<file path="src/rtl/multi_period_meter_pkg.sv">
// Shared constants for the multi-channel period / high-time meter.
// Latency: n/a (constants only).
// Backpressure: n/a.
//
// Holds the default result width, the default stale timeout, the deglitch
// hold length and the two-bit edge codes formed as {previous level, level}.
// Consumed by multi_period_meter and period_channel via import.

package multi_period_meter_pkg;

    // Default counter / result width in bits.
    localparam int DEF_WIDTH = 32;

    // Default number of cycles without a rising edge before a channel is stale.
    localparam int DEF_TIMEOUT = 100000000;

    // Consecutive cycles the synchronised input must hold a new level before
    // the deglitch filter follows it (only used when DEGLITCH_EN is defined).
    localparam int DEGLITCH_LEN = 4;
    localparam int DEGLITCH_CW  = $clog2(DEGLITCH_LEN);

    // Edge codes, formed as {prev_level, cur_level}.
    localparam logic [1:0] EDGE_RISE = 2'b01;
    localparam logic [1:0] EDGE_FALL = 2'b10;

endpackage

</file>
<file path="src/rtl/multi_period_meter_period_channel.sv">
// One meter channel: synchroniser, optional deglitch filter, saturating counter, result registers.
// Latency: SYNC_STAGES cycles from d to a registered edge decision, +1 to the result/strobe (+DEGLITCH_LEN with filter).
// Backpressure: none; results are status registers overwritten on every new measurement.
//
// Macro DEGLITCH_EN: when defined, a hold-time filter sits between the
// synchroniser and the edge detector; when undefined the edge detector sees
// the synchroniser output directly.
//
// Ports:
//   clock      in   system clock, posedge
//   reset      in   asynchronous active-low reset
//   d          in   asynchronous pulse input
//   clear      in   synchronous clear of the sticky overflow flag
//   period     out  last rising-to-rising interval in cycles
//   high_time  out  last rising-to-falling interval in cycles
//   new_sample out  one-cycle strobe, period updated this cycle
//   overflow   out  sticky, a measurement saturated since the last clear
//   stale      out  armed channel has seen no rising edge for >= TIMEOUT cycles

module period_channel
    import multi_period_meter_pkg::*;
#(
    parameter int WIDTH       = DEF_WIDTH,
    parameter int SYNC_STAGES = 2,
    parameter int TIMEOUT     = DEF_TIMEOUT
) (
    input  logic             clock,
    input  logic             reset,
    input  logic             d,
    input  logic             clear,
    output logic [WIDTH-1:0] period,
    output logic [WIDTH-1:0] high_time,
    output logic             new_sample,
    output logic             overflow,
    output logic             stale
);

    localparam logic [WIDTH-1:0] CNT_MAX   = '1;
    localparam logic [WIDTH-1:0] CNT_ONE   = WIDTH'(1);
    localparam logic [WIDTH-1:0] TIMEOUT_W = WIDTH'(TIMEOUT);

    // ------------------------------------------------------------------
    // Input synchroniser. SYNC_STAGES must be at least 2; the oldest stage
    // is the metastability-settled level s.
    // ------------------------------------------------------------------
    logic [SYNC_STAGES-1:0] sync_q;
    logic [SYNC_STAGES-1:0] sync_d;
    logic                   s;

    always_comb begin
        sync_d = {sync_q[SYNC_STAGES-2:0], d};
    end

    always_ff @(posedge clock or negedge reset) begin
        if (!reset) begin
            sync_q <= '0;
        end else begin
            sync_q <= sync_d;
        end
    end

    assign s = sync_q[SYNC_STAGES-1];

    // ------------------------------------------------------------------
    // Filtered level f seen by the edge detector.
    // ------------------------------------------------------------------
    logic f;

`ifdef DEGLITCH_EN
    // The counter tracks how many consecutive cycles s has disagreed with f.
    // Because s is a single bit, "disagrees for DEGLITCH_LEN cycles in a row"
    // is the same as "held the new level for DEGLITCH_LEN cycles".
    localparam logic [DEGLITCH_CW-1:0] DG_LAST = DEGLITCH_CW'(DEGLITCH_LEN - 1);
    localparam logic [DEGLITCH_CW-1:0] DG_ONE  = DEGLITCH_CW'(1);

    logic                   f_q;
    logic                   f_d;
    logic [DEGLITCH_CW-1:0] dg_cnt_q;
    logic [DEGLITCH_CW-1:0] dg_cnt_d;

    always_comb begin
        f_d      = f_q;
        dg_cnt_d = '0;
        if (s != f_q) begin
            if (dg_cnt_q == DG_LAST) begin
                f_d = s;
            end else begin
                dg_cnt_d = dg_cnt_q + DG_ONE;
            end
        end
    end

    always_ff @(posedge clock or negedge reset) begin
        if (!reset) begin
            f_q      <= 1'b0;
            dg_cnt_q <= '0;
        end else begin
            f_q      <= f_d;
            dg_cnt_q <= dg_cnt_d;
        end
    end

    assign f = f_q;
`else
    assign f = s;
`endif

    // ------------------------------------------------------------------
    // Edge detection, counter and result registers.
    // ------------------------------------------------------------------
    logic             prev_q,   prev_d;
    logic [WIDTH-1:0] cnt_q,    cnt_d;
    logic             armed_q,  armed_d;
    logic [WIDTH-1:0] period_q, period_d;
    logic [WIDTH-1:0] high_q,   high_d;
    logic             strobe_q, strobe_d;
    logic             ovf_q,    ovf_d;
    logic             stale_q,  stale_d;

    logic [1:0]       edge_code;
    logic             cnt_sat;
    logic [WIDTH-1:0] meas;
    logic             ovf_set;

    always_comb begin
        edge_code = {prev_q, f};
        cnt_sat   = (cnt_q == CNT_MAX);
        // The interval ends on this cycle, so it is one more than the count;
        // a saturated counter means the true interval is unknown.
        meas      = cnt_sat ? CNT_MAX : (cnt_q + CNT_ONE);

        prev_d   = f;
        cnt_d    = cnt_sat ? cnt_q : (cnt_q + CNT_ONE);
        armed_d  = armed_q;
        period_d = period_q;
        high_d   = high_q;
        strobe_d = 1'b0;
        stale_d  = stale_q;
        ovf_set  = 1'b0;

        if (edge_code == EDGE_RISE) begin
            cnt_d   = '0;
            armed_d = 1'b1;
            // The first rise after reset has no start point: it only arms.
            if (armed_q) begin
                period_d = meas;
                strobe_d = 1'b1;
                stale_d  = 1'b0;
                ovf_set  = cnt_sat;
            end
        end else begin
            if ((edge_code == EDGE_FALL) && armed_q) begin
                high_d  = meas;
                ovf_set = cnt_sat;
            end
            if (armed_q && (cnt_q >= TIMEOUT_W)) begin
                stale_d = 1'b1;
            end
        end

        // A new saturation in the same cycle as clear must survive.
        ovf_d = (clear ? 1'b0 : ovf_q) | ovf_set;
    end

    always_ff @(posedge clock or negedge reset) begin
        if (!reset) begin
            prev_q   <= 1'b0;
            cnt_q    <= '0;
            armed_q  <= 1'b0;
            period_q <= '0;
            high_q   <= '0;
            strobe_q <= 1'b0;
            ovf_q    <= 1'b0;
            stale_q  <= 1'b0;
        end else begin
            prev_q   <= prev_d;
            cnt_q    <= cnt_d;
            armed_q  <= armed_d;
            period_q <= period_d;
            high_q   <= high_d;
            strobe_q <= strobe_d;
            ovf_q    <= ovf_d;
            stale_q  <= stale_d;
        end
    end

    assign period     = period_q;
    assign high_time  = high_q;
    assign new_sample = strobe_q;
    assign overflow   = ovf_q;
    assign stale      = stale_q;

endmodule

</file>
<file path="src/rtl/multi_period_meter.sv">
// Multi-channel period and high-time meter for the synchronization block.
// Latency: SYNC_STAGES+1 cycles from an input edge to the result and strobe (+4 with DEGLITCH_EN).
// Backpressure: none; each channel's results are status registers with a one-cycle new-sample strobe.
//
// Macro DEGLITCH_EN: enables a per-channel hold-time filter that ignores
// pulses shorter than 4 cycles (see period_channel).
//
// Ports:
//   clock      in   system clock, posedge
//   reset      in   asynchronous active-low reset
//   d          in   CHANNELS asynchronous pulse inputs, bit i = channel i
//   clear      in   synchronous clear of all sticky overflow flags
//   period     out  CHANNELS*WIDTH, channel i at [i*WIDTH +: WIDTH]
//   high_time  out  CHANNELS*WIDTH, same packing
//   new_sample out  CHANNELS one-cycle strobes
//   overflow   out  CHANNELS sticky saturation flags
//   stale      out  CHANNELS no-rising-edge-for-TIMEOUT flags

module multi_period_meter
    import multi_period_meter_pkg::*;
#(
    parameter int CHANNELS    = 4,
    parameter int WIDTH       = DEF_WIDTH,
    parameter int SYNC_STAGES = 2,
    parameter int TIMEOUT     = DEF_TIMEOUT
) (
    input  logic                      clock,
    input  logic                      reset,
    input  logic [CHANNELS-1:0]       d,
    input  logic                      clear,
    output logic [CHANNELS*WIDTH-1:0] period,
    output logic [CHANNELS*WIDTH-1:0] high_time,
    output logic [CHANNELS-1:0]       new_sample,
    output logic [CHANNELS-1:0]       overflow,
    output logic [CHANNELS-1:0]       stale
);

    // Channels share nothing but clock, reset and clear, so simultaneous
    // edges on any set of channels are handled in the same cycle.
    for (genvar i = 0; i < CHANNELS; i++) begin : g_ch
        period_channel #(
            .WIDTH       (WIDTH),
            .SYNC_STAGES (SYNC_STAGES),
            .TIMEOUT     (TIMEOUT)
        ) u_ch (
            .clock      (clock),
            .reset      (reset),
            .d          (d[i]),
            .clear      (clear),
            .period     (period[i*WIDTH +: WIDTH]),
            .high_time  (high_time[i*WIDTH +: WIDTH]),
            .new_sample (new_sample[i]),
            .overflow   (overflow[i]),
            .stale      (stale[i])
        );
    end

endmodule
</file>
<file path="config.mk">
export PLATFORM = sky130hd
export DESIGN_NAME = multi_period_meter
export DESIGN_NICKNAME = d
export VERILOG_FILES = /design/src/rtl/multi_period_meter_pkg.sv /design/src/rtl/multi_period_meter_period_channel.sv /design/src/rtl/multi_period_meter.sv
export SDC_FILE = /design/constraint.sdc
export NUM_CORES = 1
export LEC_CHECK = 0
export ABC_AREA = 1
export CAP_MARGIN = 20
export CORE_ASPECT_RATIO = 1.5
export CORE_UTILIZATION = 58
export CTS_CLUSTER_DIAMETER = 120
export CTS_CLUSTER_SIZE = 25
export DETAILED_ROUTE_END_ITERATION = 8
export DONT_BUFFER_PORTS = 1
export GPL_ROUTABILITY_DRIVEN = 0
export PLACE_DENSITY_LB_ADDON = 0.2
export RECOVER_POWER = 100
export SLEW_MARGIN = 10
export SYNTH_ARGS = -nofsm -noshare
export SYNTH_HDL_FRONTEND = slang
export SYNTH_SLANG_ARGS = --single-unit
</file>
<file path="constraint.sdc">
create_clock -name clock -period 1.8 [get_ports clock]
set_clock_uncertainty 0.2 [all_clocks]
set_input_delay 0.18 -clock clock [delete_from_list [all_inputs] [get_ports clock]]
set_output_delay 0.18 -clock clock [all_outputs]
set_load 0.005 [all_outputs]
</file>
* Word level (Yosys, flattened, before mapping)
Cells that the tools add are included.
** Word-level totals
- Output and inout bits :: 268
- Word-level logic and storage cells :: 144
- Input port bits :: 7
- Register bits after elaboration :: 412
** Cells by class
- Eq/ne operators :: 20
- Mux-type cells :: 48
- Reduce and logical (&&, ||, !) cells :: 24
- Magnitude comparators :: 4
- Bitwise gates (word level) :: 8
- Add/sub/neg operators :: 4
** Operator list (number)
- 32-bit two-way mux :: 12
- 32-bit by 1-bit adder with 32-bit output, second input constant :: 4
- 32-bit equality test, second input constant :: 4
- 32-bit by 27-bit greater-or-equal comparator with 1-bit output, second input constant :: 4
- 1-bit two-way mux :: 36
- 2-bit AND reduction :: 12
- 2-bit by 1-bit equality test with 1-bit output, second input constant :: 4
- 2-bit equality test, second input constant :: 4
- 1-bit logical AND :: 8
- 2-bit by 1-bit inequality test with 1-bit output, second input constant :: 4
- 2-bit inequality test, second input constant :: 4
- 2-bit nonzero test :: 4
- 1-bit NOT :: 4
- 1-bit OR :: 4

* Logic depth before layout (Yosys ltp)
- Depth after elaboration :: 5
- Gate-level depth with buffers :: 10
- Gate-level depth less buffers :: 10

* Cells and area by module
Synthesis repeated with hierarchy kept, for this count alone.
** Second synthesis, totals
- Cells, all modules :: 2440
- Area total of the unflattened synthesis :: 19361.1 µm²
** By module, submodules not included
- period_channel (g_ch[1].u_ch ...) :: sequential area each 2577.5 µm², area an instance 4820.9 µm², instances 2, cells an instance 605
- period_channel (g_ch[0].u_ch) :: sequential area each 2577.5 µm², area an instance 4878.4 µm², instances 1, cells an instance 621
- period_channel (g_ch[2].u_ch) :: sequential area each 2577.5 µm², area an instance 4840.9 µm², instances 1, cells an instance 609

* Least setup slack after synthesis
OpenSTA, ideal clock, no wires.
- Path kind :: reg-to-reg
- Start point :: reg g_ch[2].u_ch.cnt_q[0]
- End point :: reg g_ch[2].u_ch.high_q[25]
- Path buffers :: 1
- Data required time :: 1.534 ns
- Path slack :: -0.030 ns
- Setup time :: 0.066 ns
- Cell stages (with the launch flop) :: 11
- Clock period less this slack :: 1.830 ns
- Arrival time :: 1.564 ns
- Path through :: dfrtp_1 ha_1 inv_1 nor2_4 nand2_2 nor2_4 nand2_4 buf_2 nand3_1 nand2_1 nand2_1
** Between the ends
- Longest elaborated chain between the ends :: 2
- Elaborated cells between the ends (all ways) :: 3
- Classes of those cells :: 1 x add/sub; 1 x eq/ne; 1 x mux
** Ends and longest elaborated chain
- start, declared :: RTL line multi_period_meter_period_channel.sv:112 : logic [WIDTH-1:0] cnt_q, cnt_d;
- start signal, assigned :: RTL line multi_period_meter_period_channel.sv:177 : cnt_q <= cnt_d;
- 32-bit by 1-bit adder with 32-bit output / 32-bit equality test (equally long branches) :: RTL line multi_period_meter_period_channel.sv:130, multi_period_meter_period_channel.sv:127
- 32-bit two-way mux * :: RTL line multi_period_meter_period_channel.sv:130 : meas = cnt_sat ? CNT_MAX : (cnt_q + CNT_ONE);
- end signal, assigned :: RTL line multi_period_meter_period_channel.sv:180 : high_q <= high_d;
- end, declared :: RTL line multi_period_meter_period_channel.sv:115 : logic [WIDTH-1:0] high_q, high_d;
Mark *: on every way between the ends. The rest lies on a longest branch, timed or not.
A chain may end at the register's enable or synchronous reset.

* Worst setup path after layout
- Start point :: reg g_ch[0].u_ch.cnt_q[1]
- End point :: reg g_ch[0].u_ch.period_q[18]
** Between the ends
- Longest elaborated chain between the ends :: 2
- Elaborated cells between the ends (all ways) :: 3
- Classes of those cells :: 1 x add/sub; 1 x eq/ne; 1 x mux
** Ends and longest elaborated chain
- start, declared :: RTL line multi_period_meter_period_channel.sv:112
- start signal, assigned :: RTL line multi_period_meter_period_channel.sv:177
- 32-bit by 1-bit adder with 32-bit output / 32-bit equality test (equally long branches) :: RTL line multi_period_meter_period_channel.sv:130, multi_period_meter_period_channel.sv:127
- 32-bit two-way mux * :: RTL line multi_period_meter_period_channel.sv:130
- end signal, assigned :: RTL line multi_period_meter_period_channel.sv:179 : period_q <= period_d;
- end, declared :: RTL line multi_period_meter_period_channel.sv:114 : logic [WIDTH-1:0] period_q, period_d;
Marked as above.

==> flow_summary.json <==
{
  "dp_hpwl_um": 37200,
  "crit_top_cell": "nand2_1",
  "synth_area_leader_cell": "dfrtp_1",
  "holdWs_ns": -0.892,
  "vias": 17800,
  "grt_max_degree": 413,
  "path_class": "register to register",
  "critical_path_required_ns": 2.08,
  "period_needed_ns": 2.07,
  "cts_root_buf": "clkbuf_16",
  "power_frac_seq_pct": 58.8,
  "cp_num_buf_inv": 1,
  "numPortBuffers": 0,
  "pwr-share-comb_pct": 12.0,
  "synth_top_area_share_pct": 53.3,
  "grt_overflow_total": 0,
  "power.leakage_uw": 0.0123,
  "die_w_um": 151,
  "nets": 2695,
  "worstSetupEndpointType": "register",
  "hold_viol": 412,
  "core_um2": 32700,
  "synthesis.nets": 2474,
  "netlist_top_cells_count": "nand2_1, dfrtp_1, nor2_1",
  "violations": "negative hold slack, negative setup slack",
  "tns_ns": -25.31,
  "clk_pin_slew_ns": 0.10,
  "synth_most_common_cell": "nand2_1",
  "cts_tree": "built",
  "p_switching_uw": 4570,
  "vias_per_cell": 5.75,
  "io_pins": 275,
  "first_global_vias": 17000,
  "synth_edf_count": 0,
  "p_int_uw": 12600,
  "cts_made_buffers": 20,
  "setup_violations": 340,
  "clk_path_buf_depth": 3,
  "vdd_drop_max_v": 0.000950,
  "synthToLayoutAreaGrowth_pct": 28.4,
  "syn_inst": 2459,
  "p_per_area_nw_per_um2": 692,
  "synth.distinct_cells": 32,
  "critical_path_arrival_ns": 2.35,
  "post-route-period-util_pct": 115,
  "start_kind": "register",
  "utilization_pct": 75.9,
  "drc": 0,
  "drv_cap": 0,
  "yosysWarnings": 0,
  "drt_wl_total_um": 59400,
  "routedWlPerCell_um": 19.2,
  "clkPwrFrac_pct": 29.3,
  "slowest_delay_ns": 0.37,
  "cp_slowest_cell": "dfrtp_1",
  "swShare_pct": 26.6,
  "start_util_pct": 59.1,
  "fmax_ghz": 0.483,
  "htreeDepth": 1,
  "ys_seq_area_share_pct": 53.3,
  "die_h_um": 226,
  "antenna_left": 0,
  "netlist_area_um2": 19300,
  "antenna_found_initial": 0,
  "grt_usage_pct": 31.9,
  "synth_area_leaders": "dfrtp_1, nand2_1, nor2_1",
  "die_area_um2": 34100,
  "status": "finished with violations",
  "cts.sinks": 412,
  "cp_top_family": "simple AND/OR/NAND/NOR gates",
  "slew_headroom_pct": 2.49,
  "layout-drive-gt1-share_pct": 28.8,
  "antennaDiodeCount": 0,
  "grt_pass1_wl_um": 85700,
  "worst_pin_slew_ns": 1.46,
  "async_flop_share_pct": 100,
  "synth_seq_cells": 412,
  "synth_ff_type": "dfrtp_1",
  "syn_area_per_cell_um2": 7.87,
  "rows": 81,
  "rsz0062_at_grt": "yes",
  "first_iter_violations": 1281,
  "fin_ws_ns": -0.271,
  "path_max_fanout": 3,
  "hp-class": "input port to async pin",
  "crit_chain": "ha_2 -> nand2_4 -> nor2_4 -> nand2_1 -> buf_4 -> nor2_1 -> nand2_2 -> nand3_4 -> nand2_1 -> nand2_1",
  "hold_buffers": 7,
  "maxSlewViolCount": 0,
  "clk_latency_ns": 0.56,
  "drt_pre_antenna_iters": 6
}
flip-flops by register name, indices dropped and copies added (netlist names):
register / cells
g_ch.u_ch.prev_q: 4
g_ch.u_ch.overflow: 4
g_ch.u_ch.sync_q: 8
g_ch.u_ch.high_time: 128
g_ch.u_ch.stale: 4
g_ch.u_ch.armed_q: 4
g_ch.u_ch.period: 128
g_ch.u_ch.new_sample: 4
g_ch.u_ch.cnt_q: 128
area by class of cell:
class / instances / area (um2)
repair buffers: 284 / 2600
inverters: 156 / 621
clock buffers: 21 / 526
well taps: 415 / 519
fillers: 2180 / 7900
flip-flops and latches: 412 / 10300
multi-input cells: 1806 / 10200
clock inverters: 1 / 16.3
repair_timing:
| item | CTS | global route |
|---|---|---|
| endpoints found under the setup margin | 334 | 382 |
| gates cloned | 6 | 10 |
| hold endpoints to repair | 420 | 412 |
| pin swaps | 44 | 121 |
| resized for setup | 221 | 398 |
| setup buffers | 27 | 19 |
path summary, 6_finish.rpt:
| check | startpoint | end | slack, ns | cells past startpoint |
|---|---|---|---|---|
| min reg2reg | g_ch[0].u_ch.sync_q[0]$_DFF_PN0_ | g_ch[0].u_ch.sync_q[1]$_DFF_PN0_ | 0.16 | 0 |
| max in group asynchronous | reset | g_ch[0].u_ch.cnt_q[13]$_DFFE_PN0P_ | 1.02 | 0 |
| min in group clock | d[2] | g_ch[2].u_ch.sync_q[0]$_DFF_PN0_ | 0.01 | 1 |
| min | reset | g_ch[0].u_ch.high_time[30]$_DFFE_PN0P_ | -0.89 | 0 |
| max reg2reg | g_ch[0].u_ch.cnt_q[1]$_DFFE_PN0P_ | g_ch[0].u_ch.period[18]$_DFFE_PN0P_ | -0.27 | 10 |
| max | g_ch[0].u_ch.cnt_q[1]$_DFFE_PN0P_ | g_ch[0].u_ch.period[18]$_DFFE_PN0P_ | -0.27 | 10 |
placed cells by master (no fill, tap or decap), types with 8 or more instances in the layout:
cell,count
inv_1,120
buf_12,9
o21ai_0,23
nand2_1,916
nand2_2,125
a21oi_2,9
nand3_1,65
and2_1,18
inv_4,9
dfrtp_2,10
nor2_1,189
nor2_2,53
dfrtp_1,402
clkinv_1,8
buf_4,236
a21oi_1,15
o21ai_1,33
nand3b_1,23
nand3_4,41
buf_6,14
clkbuf_16,31
a31oi_1,45
xnor2_2,8
nand2_4,33
nor2_4,43
nand3_2,35
o21a_1,10
xor2_1,12
a31oi_4,15
xnor2_1,14
inv_2,18
o21ai_2,36
through the flow:
stage / power (uW) / hold WS [ns] / worst slack, ns / cells / cell area [um2]
2_1_floorplan: 11100 / -0.316 / -0.00518 / 2459 / 19400
3_3_place_gp: 11600 / -0.307 / -0.163 / 3004 / 21100
3_5_place_dp: 11700 / -0.308 / -0.221 / 3004 / 21100
4_1_cts: 16800 / -0.905 / -0.0701 / 3066 / 22900
5_1_grt: 17700 / -0.910 / -0.313 / 3095 / 24800
6_report: 17200 / -0.892 / -0.271 / 3095 / 24800
power by group through the flow:
stage               Clock (uW)  Combinational (uW)  Sequential, uW
global placement             0                1370           10200
floorplan                    0                 935           10100
global route              5360                2220           10100
CTS                       5080                1690           10100
finish                    5030                2050           10100
detailed placement           0                1420           10300
worst register-to-register path: cells and delay by family, from the launching register on:
kind | cells | cell delay, ns
fa+ha+maj | 1 | 0.22
buf+inv | 1 | 0.16
flops | 1 | 0.37
simple gates | 8 | 1.05
cells by family (layout without fill, tap and decap cells):
logic type      after synthesis  in the layout  share of synthesized area, %
buf+inv                     243            462                          5.34
simple gates               1558           1560                          33.2
xor+xnor                     44             44                          1.99
fa+ha+maj                     8              8                         0.517
compound gates              194            194                          5.68
flops                       412            412                          53.3
per-layer routing:
metal	GRT usage, %	up-vias	part of all wire [%]
met3	5.66	267	7.1
met4	17.0	0	5.8
met1	37.1	8619	36
met5	0	-	0
li1	-	8116	-
met2	55.5	797	51
Note: power is estimated with default switching activity, not from simulation.
